$ cat src/rtl/multicycle_control_unit_if.sv
// Control-unit <-> datapath/memory bundle: opcode and memory handshake in,
// per-state datapath strobes, event pulses and the retired count out.
interface multicycle_control_unit_if #(
   parameter int OPCODE_W = 7,
   parameter int REGDST_W = 3,
   parameter int CNT_W    = 16
);
   logic [OPCODE_W-1:0] opcode;
   logic                memReady;
   logic                pcWrite;
   logic                irWrite;
   logic                iorD;
   logic                memRead;
   logic                memWrite;
   logic [1:0]          aluOp;
   logic                branch;
   logic                regWrite;
   logic [REGDST_W-1:0] regDst;
   logic                instrDone;
   logic                illegal;
   logic                busErr;
   logic [CNT_W-1:0]    retired;

   modport master (
      input  opcode, memReady,
      output pcWrite, irWrite, iorD, memRead, memWrite, aluOp, branch,
             regWrite, regDst, instrDone, illegal, busErr, retired
   );

   modport slave (
      output opcode, memReady,
      input  pcWrite, irWrite, iorD, memRead, memWrite, aluOp, branch,
             regWrite, regDst, instrDone, illegal, busErr, retired
   );
endinterface

$ cat src/rtl/multicycle_control_unit.sv
// Multi-cycle sequencer: one datapath state per cycle (R 4, LW 5, SW 4, BEQ 3);
// FETCH/MEM stall on memReady and abort with busErr after MEM_TIMEOUT idle cycles.
module multicycle_control_unit #(
   parameter int                  OPCODE_W    = 7,
   parameter int                  REGDST_W    = 3,
   parameter logic [REGDST_W-1:0] RD_SEL      = 3'b000,
   parameter logic [REGDST_W-1:0] RT_SEL      = 3'b001,
   parameter int                  MEM_TIMEOUT = 16,
   parameter int                  CNT_W       = 16
) (
   input  logic                       clk,
   input  logic                       rst,
   multicycle_control_unit_if.master  bus
);
   typedef enum logic [2:0] {
      S_IDLE, S_FETCH, S_DECODE, S_EXEC, S_ADDR, S_MEM, S_WB, S_BRANCH
   } state_t;

   localparam logic [OPCODE_W-1:0] OP_R   = OPCODE_W'(7'b0000000);
   localparam logic [OPCODE_W-1:0] OP_LW  = OPCODE_W'(7'b0001000);
   localparam logic [OPCODE_W-1:0] OP_SW  = OPCODE_W'(7'b0010000);
   localparam logic [OPCODE_W-1:0] OP_BEQ = OPCODE_W'(7'b0011000);

   // Counter only needs to reach MEM_TIMEOUT-1; the abort fires on that cycle.
   localparam int TMO_W    = (MEM_TIMEOUT < 2) ? 1 : $clog2(MEM_TIMEOUT);
   localparam int TMO_LAST = (MEM_TIMEOUT == 0) ? 0 : MEM_TIMEOUT - 1;

   state_t              state_q, state_d;
   logic [OPCODE_W-1:0] op_q, op_d;
   logic [CNT_W-1:0]    retired_q, retired_d;
   logic [TMO_W-1:0]    tmo_q, tmo_d;
   logic                tmo_hit;
   logic                abort;
   logic                done;

   assign tmo_hit = (MEM_TIMEOUT != 0) && !bus.memReady &&
                    (tmo_q == TMO_W'(TMO_LAST));

   always_ff @(posedge clk or posedge rst) begin
      if (rst) begin
         state_q   <= S_IDLE;
         op_q      <= '0;
         retired_q <= '0;
         tmo_q     <= '0;
      end else begin
         state_q   <= state_d;
         op_q      <= op_d;
         retired_q <= retired_d;
         tmo_q     <= tmo_d;
      end
   end

   always_comb begin
      state_d       = state_q;
      op_d          = op_q;
      tmo_d         = '0;
      abort         = 1'b0;
      done          = 1'b0;
      bus.pcWrite   = 1'b0;
      bus.irWrite   = 1'b0;
      bus.iorD      = 1'b0;
      bus.memRead   = 1'b0;
      bus.memWrite  = 1'b0;
      bus.aluOp     = 2'b00;
      bus.branch    = 1'b0;
      bus.regWrite  = 1'b0;
      bus.regDst    = '0;
      bus.illegal   = 1'b0;
      bus.busErr    = 1'b0;

      case (state_q)
         S_IDLE: state_d = S_FETCH;
         S_FETCH: begin
            bus.memRead = 1'b1;
            if (bus.memReady) begin
               bus.irWrite = 1'b1;
               bus.pcWrite = 1'b1;
               state_d     = S_DECODE;
            end else if (tmo_hit) begin
               bus.busErr = 1'b1;
               abort      = 1'b1;
            end
         end
         S_DECODE: begin
            op_d = bus.opcode;
            case (bus.opcode)
               OP_R:         state_d = S_EXEC;
               OP_LW, OP_SW: state_d = S_ADDR;
               OP_BEQ:       state_d = S_BRANCH;
               default: begin
                  bus.illegal = 1'b1;
                  state_d     = S_FETCH;
               end
            endcase
         end
         S_EXEC: begin
            bus.aluOp = 2'b10;
            state_d   = S_WB;
         end
         S_ADDR:  state_d = S_MEM;
         S_MEM: begin
            bus.iorD = 1'b1;
            if (op_q == OP_LW) bus.memRead  = 1'b1;
            else               bus.memWrite = 1'b1;
            if (bus.memReady) begin
               if (op_q == OP_LW) begin
                  state_d = S_WB;
               end else begin
                  done    = 1'b1;
                  state_d = S_FETCH;
               end
            end else if (tmo_hit) begin
               bus.busErr = 1'b1;
               abort      = 1'b1;
               state_d    = S_FETCH;
            end
         end
         S_WB: begin
            bus.regWrite = 1'b1;
            bus.regDst   = (op_q == OP_LW) ? RT_SEL : RD_SEL;
            done         = 1'b1;
            state_d      = S_FETCH;
         end
         S_BRANCH: begin
            bus.aluOp  = 2'b01;
            bus.branch = 1'b1;
            done       = 1'b1;
            state_d    = S_FETCH;
         end
         default: state_d = S_IDLE;
      endcase

      // Stalling in place counts up; any entry or abort restarts from zero.
      if (!abort && (state_d == state_q) &&
          (state_q == S_FETCH || state_q == S_MEM))
         tmo_d = tmo_q + TMO_W'(1);

      retired_d     = done ? retired_q + CNT_W'(1) : retired_q;
      bus.instrDone = done;
   end

   assign bus.retired = retired_q;
endmodule
$ cat src/flat_wrapper.sv
// flat-port wrapper written by rule: the top's interface ports become plain ports
module multicycle_control_unit_flat 
#(
   parameter int                  OPCODE_W    = 7,
   parameter int                  REGDST_W    = 3,
   parameter logic [REGDST_W-1:0] RD_SEL      = 3'b000,
   parameter logic [REGDST_W-1:0] RT_SEL      = 3'b001,
   parameter int                  MEM_TIMEOUT = 16,
   parameter int                  CNT_W       = 16
)
  (clk, rst, bus_opcode, bus_memReady, bus_pcWrite, bus_irWrite, bus_iorD, bus_memRead, bus_memWrite, bus_aluOp, bus_branch, bus_regWrite, bus_regDst, bus_instrDone, bus_illegal, bus_busErr, bus_retired);
  multicycle_control_unit_if #(.OPCODE_W(OPCODE_W), .REGDST_W(REGDST_W), .CNT_W(CNT_W)) bus_i ();
  input  logic clk;
  input  logic rst;
  input wire logic [$bits(bus_i.opcode)-1:0] bus_opcode;
  input wire logic [$bits(bus_i.memReady)-1:0] bus_memReady;
  output wire logic [$bits(bus_i.pcWrite)-1:0] bus_pcWrite;
  output wire logic [$bits(bus_i.irWrite)-1:0] bus_irWrite;
  output wire logic [$bits(bus_i.iorD)-1:0] bus_iorD;
  output wire logic [$bits(bus_i.memRead)-1:0] bus_memRead;
  output wire logic [$bits(bus_i.memWrite)-1:0] bus_memWrite;
  output wire logic [$bits(bus_i.aluOp)-1:0] bus_aluOp;
  output wire logic [$bits(bus_i.branch)-1:0] bus_branch;
  output wire logic [$bits(bus_i.regWrite)-1:0] bus_regWrite;
  output wire logic [$bits(bus_i.regDst)-1:0] bus_regDst;
  output wire logic [$bits(bus_i.instrDone)-1:0] bus_instrDone;
  output wire logic [$bits(bus_i.illegal)-1:0] bus_illegal;
  output wire logic [$bits(bus_i.busErr)-1:0] bus_busErr;
  output wire logic [$bits(bus_i.retired)-1:0] bus_retired;
  assign bus_i.opcode = bus_opcode;
  assign bus_i.memReady = bus_memReady;
  assign bus_pcWrite = bus_i.pcWrite;
  assign bus_irWrite = bus_i.irWrite;
  assign bus_iorD = bus_i.iorD;
  assign bus_memRead = bus_i.memRead;
  assign bus_memWrite = bus_i.memWrite;
  assign bus_aluOp = bus_i.aluOp;
  assign bus_branch = bus_i.branch;
  assign bus_regWrite = bus_i.regWrite;
  assign bus_regDst = bus_i.regDst;
  assign bus_instrDone = bus_i.instrDone;
  assign bus_illegal = bus_i.illegal;
  assign bus_busErr = bus_i.busErr;
  assign bus_retired = bus_i.retired;
  multicycle_control_unit #(.OPCODE_W(OPCODE_W), .REGDST_W(REGDST_W), .RD_SEL(RD_SEL), .RT_SEL(RT_SEL), .MEM_TIMEOUT(MEM_TIMEOUT), .CNT_W(CNT_W)) u_core (.clk(clk), .rst(rst), .bus(bus_i));
endmodule
$ cat config.mk
export PLATFORM = sky130hd
export DESIGN_NAME = multicycle_control_unit_flat
export DESIGN_NICKNAME = d
export VERILOG_FILES = /design/src/rtl/multicycle_control_unit_if.sv /design/src/rtl/multicycle_control_unit.sv /design/src/flat_wrapper.sv
export SDC_FILE = /design/constraint.sdc
export NUM_CORES = 1
export LEC_CHECK = 0
export CAP_MARGIN = 20
export CORE_UTILIZATION = 45
export CTS_BUF_LIST = sky130_fd_sc_hd__clkbuf_2 sky130_fd_sc_hd__clkbuf_4 sky130_fd_sc_hd__clkbuf_8
export DETAILED_ROUTE_END_ITERATION = 6
export PLACE_DENSITY = 0.88
export SYNTH_ARGS = -nofsm -noshare
export SYNTH_HDL_FRONTEND = slang
export SYNTH_SLANG_ARGS = --single-unit
$ cat constraint.sdc
create_clock -name clk -period 1.27 [get_ports clk]
set_input_delay 0.1905 -clock clk [delete_from_list [all_inputs] [get_ports clk]]
set_output_delay 0.1905 -clock clk [all_outputs]
set_load 0.005 [all_outputs]
# Word-level counts from Yosys, hierarchy flattened
# Index checks and enable logic that the tools add are counted.
[word_totals]
word_cells = 58
output_inout_bits = 31
ff_bits = 30
[classes]
n_addsub = 2
mux = 26
n_reduce_logical = 13
n_eq_ne = 13
[op_table]
columns = ["operator", "n"]
rows = [
  ["3-bit one-hot mux with 6 select lines", 1],
  ["16-bit by 1-bit adder with 16-bit output, second input constant", 1],
  ["1-bit two-way mux", 15],
  ["3-bit two-way mux", 5],
  ["7-bit by 4-bit == test with 1-bit output, second input constant", 2],
  ["7-bit by 5-bit == test with 1-bit output, second input constant", 2],
  ["3-bit == test, second input constant", 4],
  ["3-bit one-hot mux with 3 select lines", 1],
  ["7-bit zero test", 1],
  ["3-bit by 2-bit == test with 1-bit output, second input constant", 2],
  ["2-bit OR reduction", 3],
  ["4-bit by 1-bit adder with 4-bit output, second input constant", 1],
  ["4-bit == test, second input constant", 1],
  ["4-bit two-way mux", 1],
  ["1-bit one-hot mux with 2 select lines", 2],
  ["2-bit one-hot mux with 2 select lines", 1],
  ["4-bit OR reduction", 1],
  ["3-bit by 1-bit == test with 1-bit output, second input constant", 1],
  ["3-bit == test", 1],
  ["1-bit logical AND", 3],
  ["3-bit zero test", 1],
  ["3-bit OR reduction", 1],
  ["1-bit zero test", 2],
  ["1-bit logical OR", 1],
]

# Longest topological paths before layout
# Gate-level depths: netlist (run 1).
[logic_depth]
ltp_word = 9
ltp_mapped = 6
mapped_depth_nobuf = 5

# Worst setup path before layout (run 1)
# Ideal clock, no wire load.
[synth_path]
path_kind = "register to register"
from = "register u_core.state_q[1]"
to = "register u_core.retired_q[1] (netlist: u_core.bus.retired[1])"
t_required_ns = 1.142
setup_time_ns = 0.128
path_slack_ns = -0.126
stages_incl_launch_ff = 4
t_arrival_ns = 1.269
path_cell_list = "dfrtp_1 -> nor4_4 -> a211oi_4 -> mux2_1"
[synth_via]
elab_chain_len = 3
elab_cells_between_ends = 5
cone_classes = "3 x eq/ne; 1 x mux; 1 x reduce/logical"
[synth_lines]
columns = ["element", "line", "rtl"]
rows = [
  ["start: declaration", "multicycle_control_unit.sv:28", "state_t state_q, state_d;"],
  ["start signal: assignment", "multicycle_control_unit.sv:46", "state_q <= state_d;"],
  ["3-bit == test", "multicycle_control_unit.sv:71", "case (state_q)"],
  ["2-bit OR reduction (no source line)", "-", ""],
  ["1-bit one-hot mux with 2 select lines (*)", "multicycle_control_unit.sv:71", ""],
  ["via bus_instrDone", "flat_wrapper.sv:26", "output wire logic [$bits(bus_i.instrDone)-1:0] bus_instrDone;"],
  ["end signal: assignment", "multicycle_control_unit.sv:48", "retired_q <= retired_d;"],
  ["end: declaration", "multicycle_control_unit.sv:30", "logic [CNT_W-1:0] retired_q, retired_d;"],
]
# The timed path passes the listed nets; every way through them passes the cells marked *.
# A chain may end at the register's enable or synchronous reset.

# Worst setup path in the final report (run 1)
[layout_path]
from = "register u_core.op_q[6]"
to = "output bus_regDst[0]"
[layout_via]
elab_chain_len = 3
[layout_lines]
columns = ["element", "line", "rtl"]
rows = [
  ["start: declaration", "multicycle_control_unit.sv:29", "logic [OPCODE_W-1:0] op_q, op_d;"],
  ["start signal: assignment", "multicycle_control_unit.sv:47", "op_q <= op_d;"],
  ["7-bit by 4-bit == test with 1-bit output", "multicycle_control_unit.sv:120", "bus.regDst = (op_q == OP_LW) ? RT_SEL : RD_SEL;"],
  ["1-bit two-way mux", "multicycle_control_unit.sv:120", ""],
  ["3-bit two-way mux", "multicycle_control_unit.sv:71", ""],
  ["end: declaration", "flat_wrapper.sv:25", "output wire logic [$bits(bus_i.regDst)-1:0] bus_regDst;"],
]
# No other way between the ends.

==> results of run 1 <==
-- cell usage in the layout, fill, tap and decap left out, types with 6 or more instances in the layout --
master	n
dfrtp_1	28
dlygate4sd2_1	11
nand4_1	11
clkdlybuf4s50_1	9
buf_4	57
buf_2	9
mux2_4	8
xnor2_1	12
clkbuf_4	6
buf_6	27
nor2_1	6
-- routing by layer --
layer	wire length (um)	global-route usage	vias up	part of all wire
met5	0	0	-	0
met3	534	0.0981	64	0.073
met1	2450	0.322	879	0.34
met2	3690	0.592	153	0.51
met4	619	0.234	0	0.085
li1	-	-	741	-
-- power breakdown --
part	internal, mW	switching (mW)	leakage, nW
logic	1.90	1.44	1.02
registers	1.22	0.300	0.387
clock network	0.282	0.338	0.0348
total	3.40	2.07	1.45
-- cells by family after synthesis --
kind of cell,count (synthesis)
simple gates,61
mux,8
buf+inv,12
xor+xnor,18
compound gates,13
other cells,1
fa+ha+maj,2
flops,30
-- what timing repair did --
| action | in CTS | in global routing |
|---|---|---|
| gates cloned | 1 | 0 |
| endpoints found under the hold margin | 0 | 0 |
| endpoints found under the setup margin | 59 | 48 |
| gates resized for setup | 123 | 38 |
| pin swaps | 24 | 28 |
| setup buffers | 32 | 14 |
-- worst max-delay path: cells and delay by family (launching register included) --
| family | cells | cell delay [ns] |
|---|---|---|
| buf+inv | 2 | 0.27 |
| flops | 1 | 0.43 |
| simple gates | 3 | 0.57 |
-- layout make-up --
cell class,count,area share
Timing Repair Buffer,120,0.359
Multi-Input combinational cell,105,0.340
Sequential cell,30,0.256
Clock buffer,7,0.0200
Tap cell,44,0.0187
Inverter,4,0.00639
-- per-stage QoR --
step	power, mW	worst slack (ns)	TNS [ns]
global placement	3.43	-0.477	-11.18
global route	5.68	-0.627	-15.11
finish	5.47	-0.537	-13.09
detailed placement	3.53	-0.539	-13.39
floorplan	2.45	-0.0669	-0.850
CTS	4.73	-0.510	-11.07
-- registers in the layout, indices dropped and copies added, names as in the netlist --
signal and flops:
u_core.bus.retired 16, u_core.op_q 7, u_core.tmo_q 4, u_core.state_q 3
-- how the worst max path moves through the flow --
stage | startpoint | endpoint | slack (ns) | cells after the start
after global routing | u_core.op_q[6] | bus_regDst[0] | -0.63 | 5
final | u_core.op_q[6] | bus_regDst[0] | -0.54 | 5
after floorplan | u_core.op_q[6] | u_core.bus.retired[1] | -0.07 | 3
after CTS | u_core.op_q[5] | bus_regDst[0] | -0.51 | 5
after detailed placement | bus_memReady | bus_instrDone | -0.54 | 4
after global placement | bus_memReady | bus_instrDone | -0.48 | 4
==> summary.txt, run 1 <==
Detailed routing
  – Post-DRT Antenna Nets: 0
  – Initial DRC Count: ~150
  – Vias: 1837
  – Residual DRC count: 0
  – Routed WL: around 7.3 mm
  – Drt pass-1 iters: 4
  – Vias per inst: 5.93
  – Drt wl/cell: 23.5 um

Final layout
  – Layout area overhead: 88.7%
  – Register area: between 700 and 800 sq um
  – Post-Layout Cell Count: 310
  – Fin util: 0.924
  – Share of layout cells above drive strength 1: 0.594
  – Fill count: 107
  – Final instance area: 2940 sq um
  – Multi-input logic area: 998 sq um
  – Fin nets: 278
  – ANT cells: 0

Clock network
  – CTS tree: yes
  – Clk Tree Root Cell: clkbuf_4
  – Clk buf depth: 2
  – H-tree levels: 2
  – Total CTS buffers: 5
  – Clk_lat worst skew: 0.34 ns
  – Hold buffers post-CTS: 0
  – Clock transition at path regs: 0.10 ns
  – Clk sinks: 30

Timing
  – Unrepaired setup endpoints after global routing: yes
  – Max Fclk: roughly 550 MHz
  – Final-report hold violation count: 0
  – Clock Skew: 0.0132 ns
  – Hold slack: 0.201 ns
  – Worst Max-Slew Pin Slew: 0.578 ns
  – Final worst setup slack: -0.537 ns
  – Slew Limit Fails: 0
  – Rel. slew slack: 0.612
  – Final setup fails: 43
  – Clock period minus worst slack: around 1.8 ns
  – Final Cycle Share: 1.42

Worst setup path
  – Critical path launch point type: flip-flop
  – Worst EP arrival: 1.62 ns
  – Reg2reg setup slack: -0.41 ns
  – Worst endpoint required time: 1.08 ns
  – CP max stage cell: dfrtp_1
  – Critical path capture point type: output port
  – Worst-path cell chain: nor4b_4 -> nand2_2 -> buf_6 -> nor3_4 -> buf_2
  – R2r startpoint: u_core.op_q[6]
  – R2r worst-path depth: 7
  – Crit Path Class: flip-flop to output port
  – Crit-path max FO: 3
  – Slowest stage delay, CP: approximately 0.43 ns
  – End of the worst register-to-register path: u_core.state_q[2]

Synthesis
  – Dominant cell type by area after synthesis: dfrtp_1
  – Largest cells by area after synthesis: dfrtp_1 48%, xnor2_1 8.4%, mux2_1 5.8%, nand4_1 4.4%, nor2_1 2.7%
  – Mapped cell area: 1560 sq um
  – Post-synth ARST share: 1.00
  – Library cells used by synthesis: 36
  – Syn Area/Cell: 10.7 sq um
  – Synth Area in XOR/XNOR: 0.101
  – Simple-gate share of the synthesized area: 0.232
  – Synth top cells by count: 30 x dfrtp_1, 15 x xnor2_1, 11 x nand4_1, 11 x nor2_1, 9 x nand2_1
  – EDFF count, synth: 0
  – Top_reg_cell synth: dfrtp_1
  – Seq/Total Area, Yosys: 0.482
  – Mux cell area share after synthesis: 0.0579
  – Largest family of logic cells by synthesized area: simple AND/OR/NAND/NOR gates
  – Synth Area in Adders: 0.0161
  – Compound-Gate Fraction of Synth Area: 0.0635
  – FF+latch count, synth: 30
  – Synth top area share: 0.482
  – Top-count cell post-synth: dfrtp_1
  – Gate Count Post-Synth: 145
  – Synth warn: 0

Global routing
  – Vias in the first global route: 1792
  – GRT Util Overall: 0.330
  – GRT overflow: 0
  – First-pass GRT wire length: 8.42 mm
  – Initial antenna violation count: 0
  – Largest net degree at the start of global routing: 31

Place
  – Placed insts: 264
  – Placer Congestion: 0.810
  – Area after DPL: 2340 sq um
  – DPL Wire Length: between 3 and 4 mm
  – IO buf count: 38

Power
  – Total power per unit cell area: 1860 nW/um^2
  – VDD IR max: 1440 uV
  – Leakage power: between 1 and 1.5 nW

Floorplanning
  – Die width: ~60 um
  – Die Y: between 60 and 70 um
  – # rows: 20
  – Initial Util: 0.490
  – Core Region: 3180 sq um
  – Die ar.: 3700 sq um
  – Total I/O pin count: approximately 40

Job
  – # Max-Cap Violations: 0

Run status
  – Failing checks: setup timing
  – Status: finished, violations left

Hold path
  – Hold WC Path Type: primary input to asynchronous set/reset pin
No activity file was read; power rests on OpenSTA's default activity.
==> run 2, diff against run 1 <==
--- a/config.mk
+++ b/config.mk
@@ -10,6 +10,7 @@
 export CTS_BUF_LIST = sky130_fd_sc_hd__clkbuf_2 sky130_fd_sc_hd__clkbuf_4 sky130_fd_sc_hd__clkbuf_8
 export DETAILED_ROUTE_END_ITERATION = 6
 export PLACE_DENSITY = 0.88
+export SKIP_LAST_GASP = 1
 export SYNTH_ARGS = -nofsm -noshare
 export SYNTH_HDL_FRONTEND = slang
 export SYNTH_SLANG_ARGS = --single-unit
==> run 2 against run 1 <==
  * The run still ends with setup timing left
  * Fmax shrank 0.34%
  * Hold slack improved by 0.011 ns
  * Clock power is essentially flat
  * Clock skew increased by 0.0033 ns
  * Global-route usage up 0.52 points
  * Sequential power about the same
  * Register-to-register slack got worse by 0.03 ns
  * First-iteration DRC count fell by 41%
  * Sequential share of layout area grew 0.75 points
  * Core utilization is 2.6 points lower
  * Worst setup slack worse by 0.0061 ns
  * Critical endpoint unchanged
  * Highest routed layer unchanged
==> summary.txt, run 2 (same netlist as run 1, synthesis figures left out) <==
Final layout
  – Commonest non-fill, non-tap cell in the layout: buf_4 (unchanged)
  – Fin util: 0.898 (was 0.924)
  – Most frequent cells in the layout: 51 x buf_4, 28 x dfrtp_1, 26 x buf_6 (was 57 x buf_4, 28 x dfrtp_1, 27 x buf_6)
  – Layout area overhead: 83.4% (was 88.7%)
  – Max reg flops: 16 (unchanged)
  – Fin nets: 271 (was 278)
  – ANT cells: 0 (unchanged)
  – Share of layout cells above drive strength 1: 0.568 (was 0.594)

Clock network
  – Total CTS buffers: 5 (unchanged)
  – Clock transition at path regs: 0.10 ns (about the same)
  – Clk_lat worst skew: 0.34 ns (about the same)
  – H-tree levels: 2 (unchanged)
  – Clk sinks: 30 (unchanged)
  – Clk buf depth: 2 (unchanged)
  – Hold buffers post-CTS: 0 (unchanged)
  – Clk Tree Root Cell: clkbuf_4 (unchanged)
  – CTS tree: yes (unchanged)

Timing
  – Final Cycle Share: 1.43 (was 1.42)
  – Unrepaired setup endpoints after global routing: yes (unchanged)
  – Clock period minus worst slack: 1.81 ns (about the same)
  – Clock Skew: 0.0165 ns (was 0.0132 ns)
  – Max Fclk: 552 MHz (was 553 MHz)
  – Final setup fails: 43 (unchanged)
  – Final-report hold violation count: 0 (unchanged)
  – Final worst setup slack: -0.543 ns (was -0.537 ns)
  – Slew Limit Fails: 0 (unchanged)

Global routing
  – GRT overflow: 0 (unchanged)
  – Vias in the first global route: 1824 (was 1792)
  – First-pass GRT wire length: 8.56 mm (was 8.42 mm)
  – GRT Util Overall: 0.335 (was 0.330)
  – Largest net degree at the start of global routing: 31 (unchanged)
  – Initial antenna violation count: 0 (unchanged)

Floorplanning
  – Total I/O pin count: 41 (unchanged)
  – Initial Util: 0.490 (unchanged)
  – Die Y: 60.8 um (unchanged)
  – Core Region: 3180 sq um (unchanged)
  – Die ar.: 3700 sq um (unchanged)
  – # rows: 20 (unchanged)
  – Die width: 60.8 um (unchanged)

Detailed routing
  – Residual DRC count: 0 (unchanged)
  – Drt wl/cell: 21.0 um (was 23.5 um)
  – Vias: 1715 (was 1837)
  – Routed WL: 6.36 mm (was 7.29 mm)
  – Initial DRC Count: 91 (was 153)
  – Drt pass-1 iters: 4 (unchanged)
  – Post-DRT Antenna Nets: 0 (unchanged)
  – Vias per inst: 5.66 (was 5.93)

Worst setup path
  – R2r worst-path depth: 6 (was 7)
  – Worst endpoint required time: 1.08 ns (about the same)
  – Crit Path Class: flip-flop to output port (unchanged)
  – Worst EP arrival: 1.62 ns (about the same)
  – R2r startpoint: u_core.state_q[2] (was u_core.op_q[6])
  – Crit-path max FO: 3 (unchanged)
  – Worst setup path endpoint: bus_regDst[0] (unchanged)
  – Critical path launch point type: flip-flop (unchanged)
  – Worst Setup SP: u_core.op_q[6] (unchanged)
  – End of the worst register-to-register path: u_core.bus.retired[6] (was u_core.state_q[2])
  – Reg2reg setup slack: -0.44 ns (was -0.41 ns)
  – Critical path capture point type: output port (unchanged)

Power
  – VDD IR max: 1360 uV (was 1440 uV)
  – Total power per unit cell area: 1800 nW/um^2 (was 1860 nW/um^2)
  – Leakage power: 1.40 nW (was 1.45 nW)
  – Total chip power: 5.13 mW (was 5.47 mW)

Job
  – # Max-Cap Violations: 0 (unchanged)

Run status
  – Status: finished, violations left (unchanged)
  – Failing checks: setup timing (unchanged)

Place
  – DPL Wire Length: 3.10 mm (unchanged)
  – Placer Congestion: 0.810 (unchanged)
  – IO buf count: 38 (unchanged)

Hold path
  – Hold WC Path Type: primary input to asynchronous set/reset pin (unchanged)
==> run 2: what timing repair did <==
item,4_1_cts,5_1_grt
cloned,1,0
buffers inserted,32,6
pin swaps,24,26
gates resized for setup,121,31
setup endpoints to repair,59,48
==> run 2: how the worst min path moves through the flow <==
stage / from / endpoint / slack [ns] / depth (start not counted)
4_1_cts: rst / u_core.op_q[0] / 0.20 / 3
5_1_grt: rst / u_core.state_q[0] / 0.22 / 3
2_1_floorplan: rst / u_core.bus.retired[0] / 0.28 / 1
3_3_place_gp: u_core.bus.retired[15] / u_core.bus.retired[15] / 0.46 / 1
6_report: rst / u_core.state_q[0] / 0.21 / 3
3_5_place_dp: u_core.bus.retired[15] / u_core.bus.retired[15] / 0.47 / 1
==> run 2: cell type report <==
type                       instances  area [sq um]
tap                               44          55.1
fill                             135           324
timing repair buffer             113           987
sequential                        30           753
inverter                           4          15.0
multi-input combinational        105           985
clock buffer                       7          58.8
==> run 2: per-stage QoR <==
stage	std cells	setup TNS [ns]	worst slack (ns)	area [sq um]	hold WS (ns)
after floorplan	146	-0.850	-0.0669	1630	0.281
after global placement	264	-11.18	-0.477	2340	0.462
after detailed placement	264	-13.39	-0.539	2340	0.471
after CTS	301	-11.21	-0.510	2760	0.199
after global routing	303	-14.18	-0.598	2850	0.224
final	303	-11.92	-0.543	2850	0.213
==> run 2: metal layers <==
layer,up-vias,track usage,part of all wire
met1,823,0.328,0.34
met5,-,0,0
li1,734,-,-
met2,119,0.612,0.54
met3,39,0.102,0.065
met4,0,0.208,0.058
==> run 2: worst max-delay path, stage by stage (launching register included) <==
cell and delay, ns:
dfrtp_1 0.42, nor4b_4 0.34, nand2_2 0.14, buf_6 0.15, nor3_4 0.10, buf_2 0.13
==> run 2: power breakdown <==
part	internal, mW	switching (mW)	total, mW
registers	1.22	0.299	1.52
logic	1.72	1.27	2.99
clock network	0.282	0.340	0.622
